<file path="config.mk">
export PLATFORM = sky130hd
export DESIGN_NAME = act_map_reader
export DESIGN_NICKNAME = d
export VERILOG_FILES = /design/src/rtl/gemm_pkg.sv /design/src/rtl/skid_fifo2.sv /design/src/rtl/act_map_reader.sv
export SDC_FILE = /design/constraint.sdc
export NUM_CORES = 1
export LEC_CHECK = 0
export CAP_MARGIN = 20
export CORE_ASPECT_RATIO = 0.9
export CORE_MARGIN = 5
export CORE_UTILIZATION = 55
export DETAILED_ROUTE_END_ITERATION = 8
export DONT_BUFFER_PORTS = 1
export PLACE_DENSITY_LB_ADDON = 0.3
export SYNTH_ARGS = -nofsm -noshare
export SYNTH_HDL_FRONTEND = slang
export SYNTH_SLANG_ARGS = --single-unit
</file>
<file path="constraint.sdc">
create_clock -name clk -period 4.2 [get_ports clk]
set_clock_uncertainty 0.05 [all_clocks]
set_input_delay 0.42 -clock clk [delete_from_list [all_inputs] [get_ports clk]]
set_output_delay 0.42 -clock clk [all_outputs]
set_load 0.01 [all_outputs]
</file>
<file path="src/rtl/gemm_pkg.sv">
// Shared GEMM geometry and the activation-map reader FSM encoding.
package gemm_pkg;

  localparam int DATA_WIDTH      = 8;
  localparam int PE_SIZE         = 14;
  localparam int OUT_CH          = 64;
  localparam int MEM2_DEPTH      = PE_SIZE * OUT_CH;
  localparam int MEM2_DATA_WIDTH = PE_SIZE * DATA_WIDTH;
  localparam int MEM2_ADDR_WIDTH = $clog2(MEM2_DEPTH);
  localparam int MEM2_LEN_WIDTH  = MEM2_ADDR_WIDTH + 1;

  typedef enum logic [1:0] {
    IDLE  = 2'd0,
    READ  = 2'd1,
    DRAIN = 2'd2,
    DONE  = 2'd3
  } state_e;

  // BRAM2 is not a power of two deep, so the read pointer wraps explicitly.
  function automatic logic [MEM2_ADDR_WIDTH-1:0] mem2_addr_inc(
    input logic [MEM2_ADDR_WIDTH-1:0] addr
  );
    if (addr == MEM2_ADDR_WIDTH'(MEM2_DEPTH - 1)) begin
      return '0;
    end
    return addr + 1'b1;
  endfunction

endpackage

</file>
<file path="src/rtl/skid_fifo2.sv">
// Two-entry valid/ready FIFO; accepts a push while full if the head pops in the same cycle.
module skid_fifo2 #(
  parameter int WIDTH = 8
) (
  input  logic             clk,
  input  logic             rst_n,
  input  logic             push_i,
  input  logic [WIDTH-1:0] push_data_i,
  input  logic             pop_i,
  output logic             valid_o,
  output logic [WIDTH-1:0] data_o,
  output logic [1:0]       count_o
);

  logic       rd_ptr_q, rd_ptr_d;
  logic       wr_ptr_q, wr_ptr_d;
  logic [1:0] count_q, count_d;
  logic       do_pop, do_push;

  always_comb begin
    do_pop   = pop_i && (count_q != 2'd0);
    do_push  = push_i && ((count_q != 2'd2) || do_pop);
    rd_ptr_d = rd_ptr_q ^ do_pop;
    wr_ptr_d = wr_ptr_q ^ do_push;
    count_d  = count_q + {1'b0, do_push} - {1'b0, do_pop};
  end

  for (genvar gi = 0; gi < 2; gi++) begin : g_entry
    logic [WIDTH-1:0] entry_q, entry_d;

    always_comb begin
      entry_d = entry_q;
      if (do_push && (wr_ptr_q == 1'(gi))) begin
        entry_d = push_data_i;
      end
    end

    always_ff @(posedge clk or negedge rst_n) begin
      if (!rst_n) begin
        entry_q <= '0;
      end else begin
        entry_q <= entry_d;
      end
    end
  end

  always_ff @(posedge clk or negedge rst_n) begin
    if (!rst_n) begin
      rd_ptr_q <= 1'b0;
      wr_ptr_q <= 1'b0;
      count_q  <= 2'd0;
    end else begin
      rd_ptr_q <= rd_ptr_d;
      wr_ptr_q <= wr_ptr_d;
      count_q  <= count_d;
    end
  end

  assign valid_o = (count_q != 2'd0);
  assign data_o  = rd_ptr_q ? g_entry[1].entry_q : g_entry[0].entry_q;
  assign count_o = count_q;

endmodule

</file>
<file path="src/rtl/act_map_reader.sv">
// Drains a window of BRAM2 through read port 1 into a valid/ready stream with a last marker.
module act_map_reader
  import gemm_pkg::*;
(
  input  logic                       clk,
  input  logic                       rst_n,
  input  logic                       start_i,
  input  logic [MEM2_ADDR_WIDTH-1:0] base_addr_i,
  input  logic [MEM2_LEN_WIDTH-1:0]  len_i,
  output logic                       busy_o,
  output logic                       done_o,
  output logic [MEM2_ADDR_WIDTH-1:0] mem2_addr1_o,
  output logic                       mem2_ce1_o,
  output logic                       mem2_we1_o,
  output logic [MEM2_DATA_WIDTH-1:0] mem2_d1_o,
  input  logic [MEM2_DATA_WIDTH-1:0] mem2_q1_i,
  output logic                       m_valid_o,
  input  logic                       m_ready_i,
  output logic [MEM2_DATA_WIDTH-1:0] m_data_o,
  output logic                       m_last_o
);

  state_e                     state_q, state_d;
  logic [MEM2_ADDR_WIDTH-1:0] addr_q, addr_d;
  logic [MEM2_LEN_WIDTH-1:0]  len_q, len_d;
  logic [MEM2_LEN_WIDTH-1:0]  issued_q, issued_d;
  logic                       inflight_q, inflight_d;
  logic                       inflight_last_q, inflight_last_d;

  logic                       ce1;
  logic                       pop;
  logic [1:0]                 fifo_count;
  logic [2:0]                 occupancy;
  logic                       fifo_last;
  logic [MEM2_DATA_WIDTH-1:0] fifo_data;

  assign pop = m_valid_o & m_ready_i;

  always_comb begin
    state_d         = state_q;
    addr_d          = addr_q;
    len_d           = len_q;
    issued_d        = issued_q;
    inflight_last_d = 1'b0;
    ce1             = 1'b0;
    busy_o          = 1'b0;
    done_o          = 1'b0;
    // Words held after this edge: buffered plus in flight, minus the one leaving now.
    occupancy = {1'b0, fifo_count} + {2'b00, inflight_q} - {2'b00, pop};

    case (state_q)
      IDLE: begin
        if (start_i) begin
          addr_d   = base_addr_i;
          len_d    = len_i;
          issued_d = '0;
          // Zero-length drains pass through DRAIN so done_o still lands two cycles after start.
          state_d  = (len_i == '0) ? DRAIN : READ;
        end
      end
      READ: begin
        busy_o = 1'b1;
        if ((issued_q < len_q) && (occupancy < 3'd2)) begin
          ce1             = 1'b1;
          addr_d          = mem2_addr_inc(addr_q);
          issued_d        = issued_q + 1'b1;
          inflight_last_d = (issued_q == len_q - 1'b1);
        end
        if (issued_d == len_q) begin
          state_d = DRAIN;
        end
      end
      DRAIN: begin
        busy_o = 1'b1;
        if (occupancy == 3'd0) begin
          state_d = DONE;
        end
      end
      DONE: begin
        done_o  = 1'b1;
        state_d = IDLE;
      end
      default: state_d = IDLE;
    endcase

    inflight_d = ce1;
  end

  always_ff @(posedge clk or negedge rst_n) begin
    if (!rst_n) begin
      state_q         <= IDLE;
      addr_q          <= '0;
      len_q           <= '0;
      issued_q        <= '0;
      inflight_q      <= 1'b0;
      inflight_last_q <= 1'b0;
    end else begin
      state_q         <= state_d;
      addr_q          <= addr_d;
      len_q           <= len_d;
      issued_q        <= issued_d;
      inflight_q      <= inflight_d;
      inflight_last_q <= inflight_last_d;
    end
  end

  skid_fifo2 #(
    .WIDTH(MEM2_DATA_WIDTH + 1)
  ) u_fifo (
    .clk         (clk),
    .rst_n       (rst_n),
    .push_i      (inflight_q),
    .push_data_i ({inflight_last_q, mem2_q1_i}),
    .pop_i       (pop),
    .valid_o     (m_valid_o),
    .data_o      ({fifo_last, fifo_data}),
    .count_o     (fifo_count)
  );

  assign m_data_o     = fifo_data;
  assign m_last_o     = fifo_last & m_valid_o;
  assign mem2_addr1_o = addr_q;
  assign mem2_ce1_o   = ce1;
  assign mem2_we1_o   = 1'b0;
  assign mem2_d1_o    = '0;

endmodule

</file>
==> results by group <==
Routing
  • Final WL: ~30 mm
  • First-pass DRT Iterations: 4
  • Post-route DRC: 0
  • Detailed Route Iter0 Violations: 404
  • Antenna Violating Nets Remaining: 0
  • Total number of vias: 8,303
  • Drt via density: 5.49
  • Drt wl/cell: 19.8 um

Timing
  • Rel. slew slack: roughly half
  • Final Cycle Share: 94.6%
  • Final Hold Slack: -462 ps
  • Post-route setup TNS: 0 ps
  • Final setup viols: 0
  • Hold Fails Final Rpt: about 270
  • Slew @ Worst Pin: ~770 ps
  • Min Clock Period, post-route: between 3000 and 4000 ps
  • Final Max Tran Viols: 0
  • Fmax achieved: 252 MHz

Setup path
  • WP data required: ~4600 ps
  • Reg2reg setup slack: between 200 and 250 ps
  • Maximum fanout along the worst path: 6
  • FF-to-FF End: state_q[1]
  • Worst Setup SP: u_fifo.count_o[1]
  • Critical path class: reg2reg
  • R2R depth: 15
  • Critical R2R Launch: u_fifo.count_o[1]
  • Critical path arrival: 4340 ps
  • Critical Path End Type: flip-flop
  • Startpoint Class: flip-flop

Placement
  • GPL Wtd Cong: 0.857
  • Port buffer count: 0
  • Post-DP HPWL: 19.6 mm

Synth
  • Synth area leader: dfrtp_1
  • Register area share after synthesis: 49.1%
  • Dominant synthesized flop cell: dfrtp_1
  • Syn Inst Count: 1,069
  • Yosys warns: 0
  • Post-Syn Area per Cell: 12.7 um2
  • Library cells used by synthesis: 56
  • FF+latch count, synth: between 200 and 300
  • Asr flop ratio synth: 100%
  • Synthesized area: 13,600 um2
  • Synth top area share: between 40% and 50%
  • EDFF count, synth: 0
  • Top post-synthesis cells by area: dfrtp_1 (49%), mux2_2 (29%), buf_4 (6.3%)

GRT
  • Initial antenna violation count: 2
  • Number of global-route vias before repair: between 8k and 9k
  • First-pass GRT wire length: 48.3 mm
  • Overall Global Routing Usage: 20.8%
  • Grt ovf: 0
  • Largest net degree at the start of global routing: 267

Clocking
  • CTS Buf Count: 27
  • CTS Hold Bufs: 127
  • CTS root buf: clkbuf_16
  • Clock-pin slew on the worst setup and hold paths: 60 ps
  • Clk buf depth: 3
  • Clk_lat worst skew: 540 ps
  • CTS tree: done
  • Clock sinks: ~270
  • Max H-tree Level: 1

Die
  • Die Y: 159 um
  • Die area: 27,900 um2
  • Core area: 24,300 um2
  • Rows: 54
  • IO Pins: roughly 380
  • Initial Utilization: a little under three fifths
  • Die width: 176 um

Final layout
  • Share of layout cells above drive strength 1: 35.0%
  • Fin nets: 1,347
  • Most frequent cells in the layout: mux2_2 (353), dfrtp_1 (265), dlygate4sd3_1 (127), conb_1 (113), o21ai_0 (31)
  • Commonest non-fill, non-tap cell in the layout: mux2_2
  • P&R area growth vs syn: 15.5%

Job
  • Max-cap viol count: 0

Run status
  • Status: finished with violations
  • Failing checks: negative hold slack

Power
  • Pwr dens: 413 nW/um2
  • Power Total: 0.00647 W
  • LEAKAGE: ~7.3 nW
  • Peak supply drop: 0.393 mV

Worst hold path
  • Min-Delay Path Class: in2async
[power breakdown]
| group | switching (W) | internal (W) |
|---|---|---|
| Sequential | 0.000141 | 0.00263 |
| Combinational | 0.000656 | 0.000602 |
| Clock | 0.000992 | 0.00144 |
| Total | 0.00179 | 0.00468 |
[synthesized netlist by cell type, types with 13 or more instances]
cell type,number
a21oi_1,17
and3_1,13
buf_1,13
buf_4,113
clkbuf_1,41
dfrtp_1,266
ha_1,25
inv_1,26
mux2_2,353
nand2_1,22
nand3_1,14
nor2_1,16
o21ai_0,31
[critical path, cell delays in order, from the launching register on]
cell       delay, ps
dfrtp_1          420
inv_1            140
nand2_1           80
and2_1           180
ha_1             270
inv_1             80
ha_1             140
inv_1             40
fa_1             480
inv_1             50
a2111o_1         460
or3_4            420
a211oi_1         210
o2111ai_1        160
o31ai_2          330
mux2_1           350
[sequential cells by signal (all words and copies together) (netlist names), 2 cells and up]
register and cells:
len_q 11, u_fifo.count_o 2, mem2_addr1_o 10, issued_q 11
u_fifo.g_entry.entry_q 226, state_q 2
[how the worst max path moves through the flow]
| stage | to | cells after the start |
|---|---|---|
| 2_1_floorplan | state_q[1] | 16 |
| 3_3_place_gp | state_q[1] | 15 |
| 3_5_place_dp | state_q[1] | 15 |
| 4_1_cts | mem2_ce1_o | 12 |
| 5_1_grt | state_q[1] | 14 |
| 6_report | state_q[1] | 15 |
[through the flow]
step / cells / util [%] / area, um2 / worst slack, ps
final: 1513 / 64.6 / 15700 / 227
after CTS: 1506 / 64.4 / 15600 / 19.2
after detailed placement: 1330 / 55.4 / 13400 / 122
after global routing: 1513 / 64.6 / 15700 / -14.8
after global placement: 1329 / 55.4 / 13400 / 217
after floorplan: 1181 / - / 14000 / 394
[routing by layer]
layer,up-vias,wire length [um],track usage (%)
li1,3806,-,-
met3,55,2210,5.67
met4,2,812,5.21
met1,4146,12600,27.9
met2,294,14300,33.8
met5,-,13,0
[kinds of logic (layout without fill, tap and decap cells)]
family | Yosys count | after routing | share of synthesized area [%]
XOR/XNOR | 21 | 21 | 1.36
other | 1 | 114 | 0.0277
multiplexers | 359 | 359 | 29.8
AO/OA/AOI/OAI | 96 | 96 | 4.57
adder cells (fa/ha/maj) | 26 | 26 | 2.45
AND/OR/NAND/NOR | 105 | 105 | 4.15
buffers and inverters | 195 | 218 | 8.58
flip-flops | 266 | 266 | 49.1
[final cells by class]
| type | instances | area, um2 |
|---|---|---|
| Fill cell | 1747 | 8590 |
| Sequential cell | 266 | 6660 |
| Multi-Input combinational cell | 720 | 6190 |
| Timing Repair Buffer | 142 | 1410 |
| Clock buffer | 38 | 797 |
| Tap cell | 308 | 385 |
| Clock inverter | 11 | 115 |
| Inverter | 27 | 101 |
| Antenna cell | 1 | 2.50 |
[repair_timing]
item / in CTS / in global routing
setup endpoints to repair: 1 / 2
buffers inserted: 0 / 4
hold endpoints to repair: 505 / 266
pin swaps: 0 / 3
gates resized for setup: 1 / 1
(Power assumes the default switching activity.)
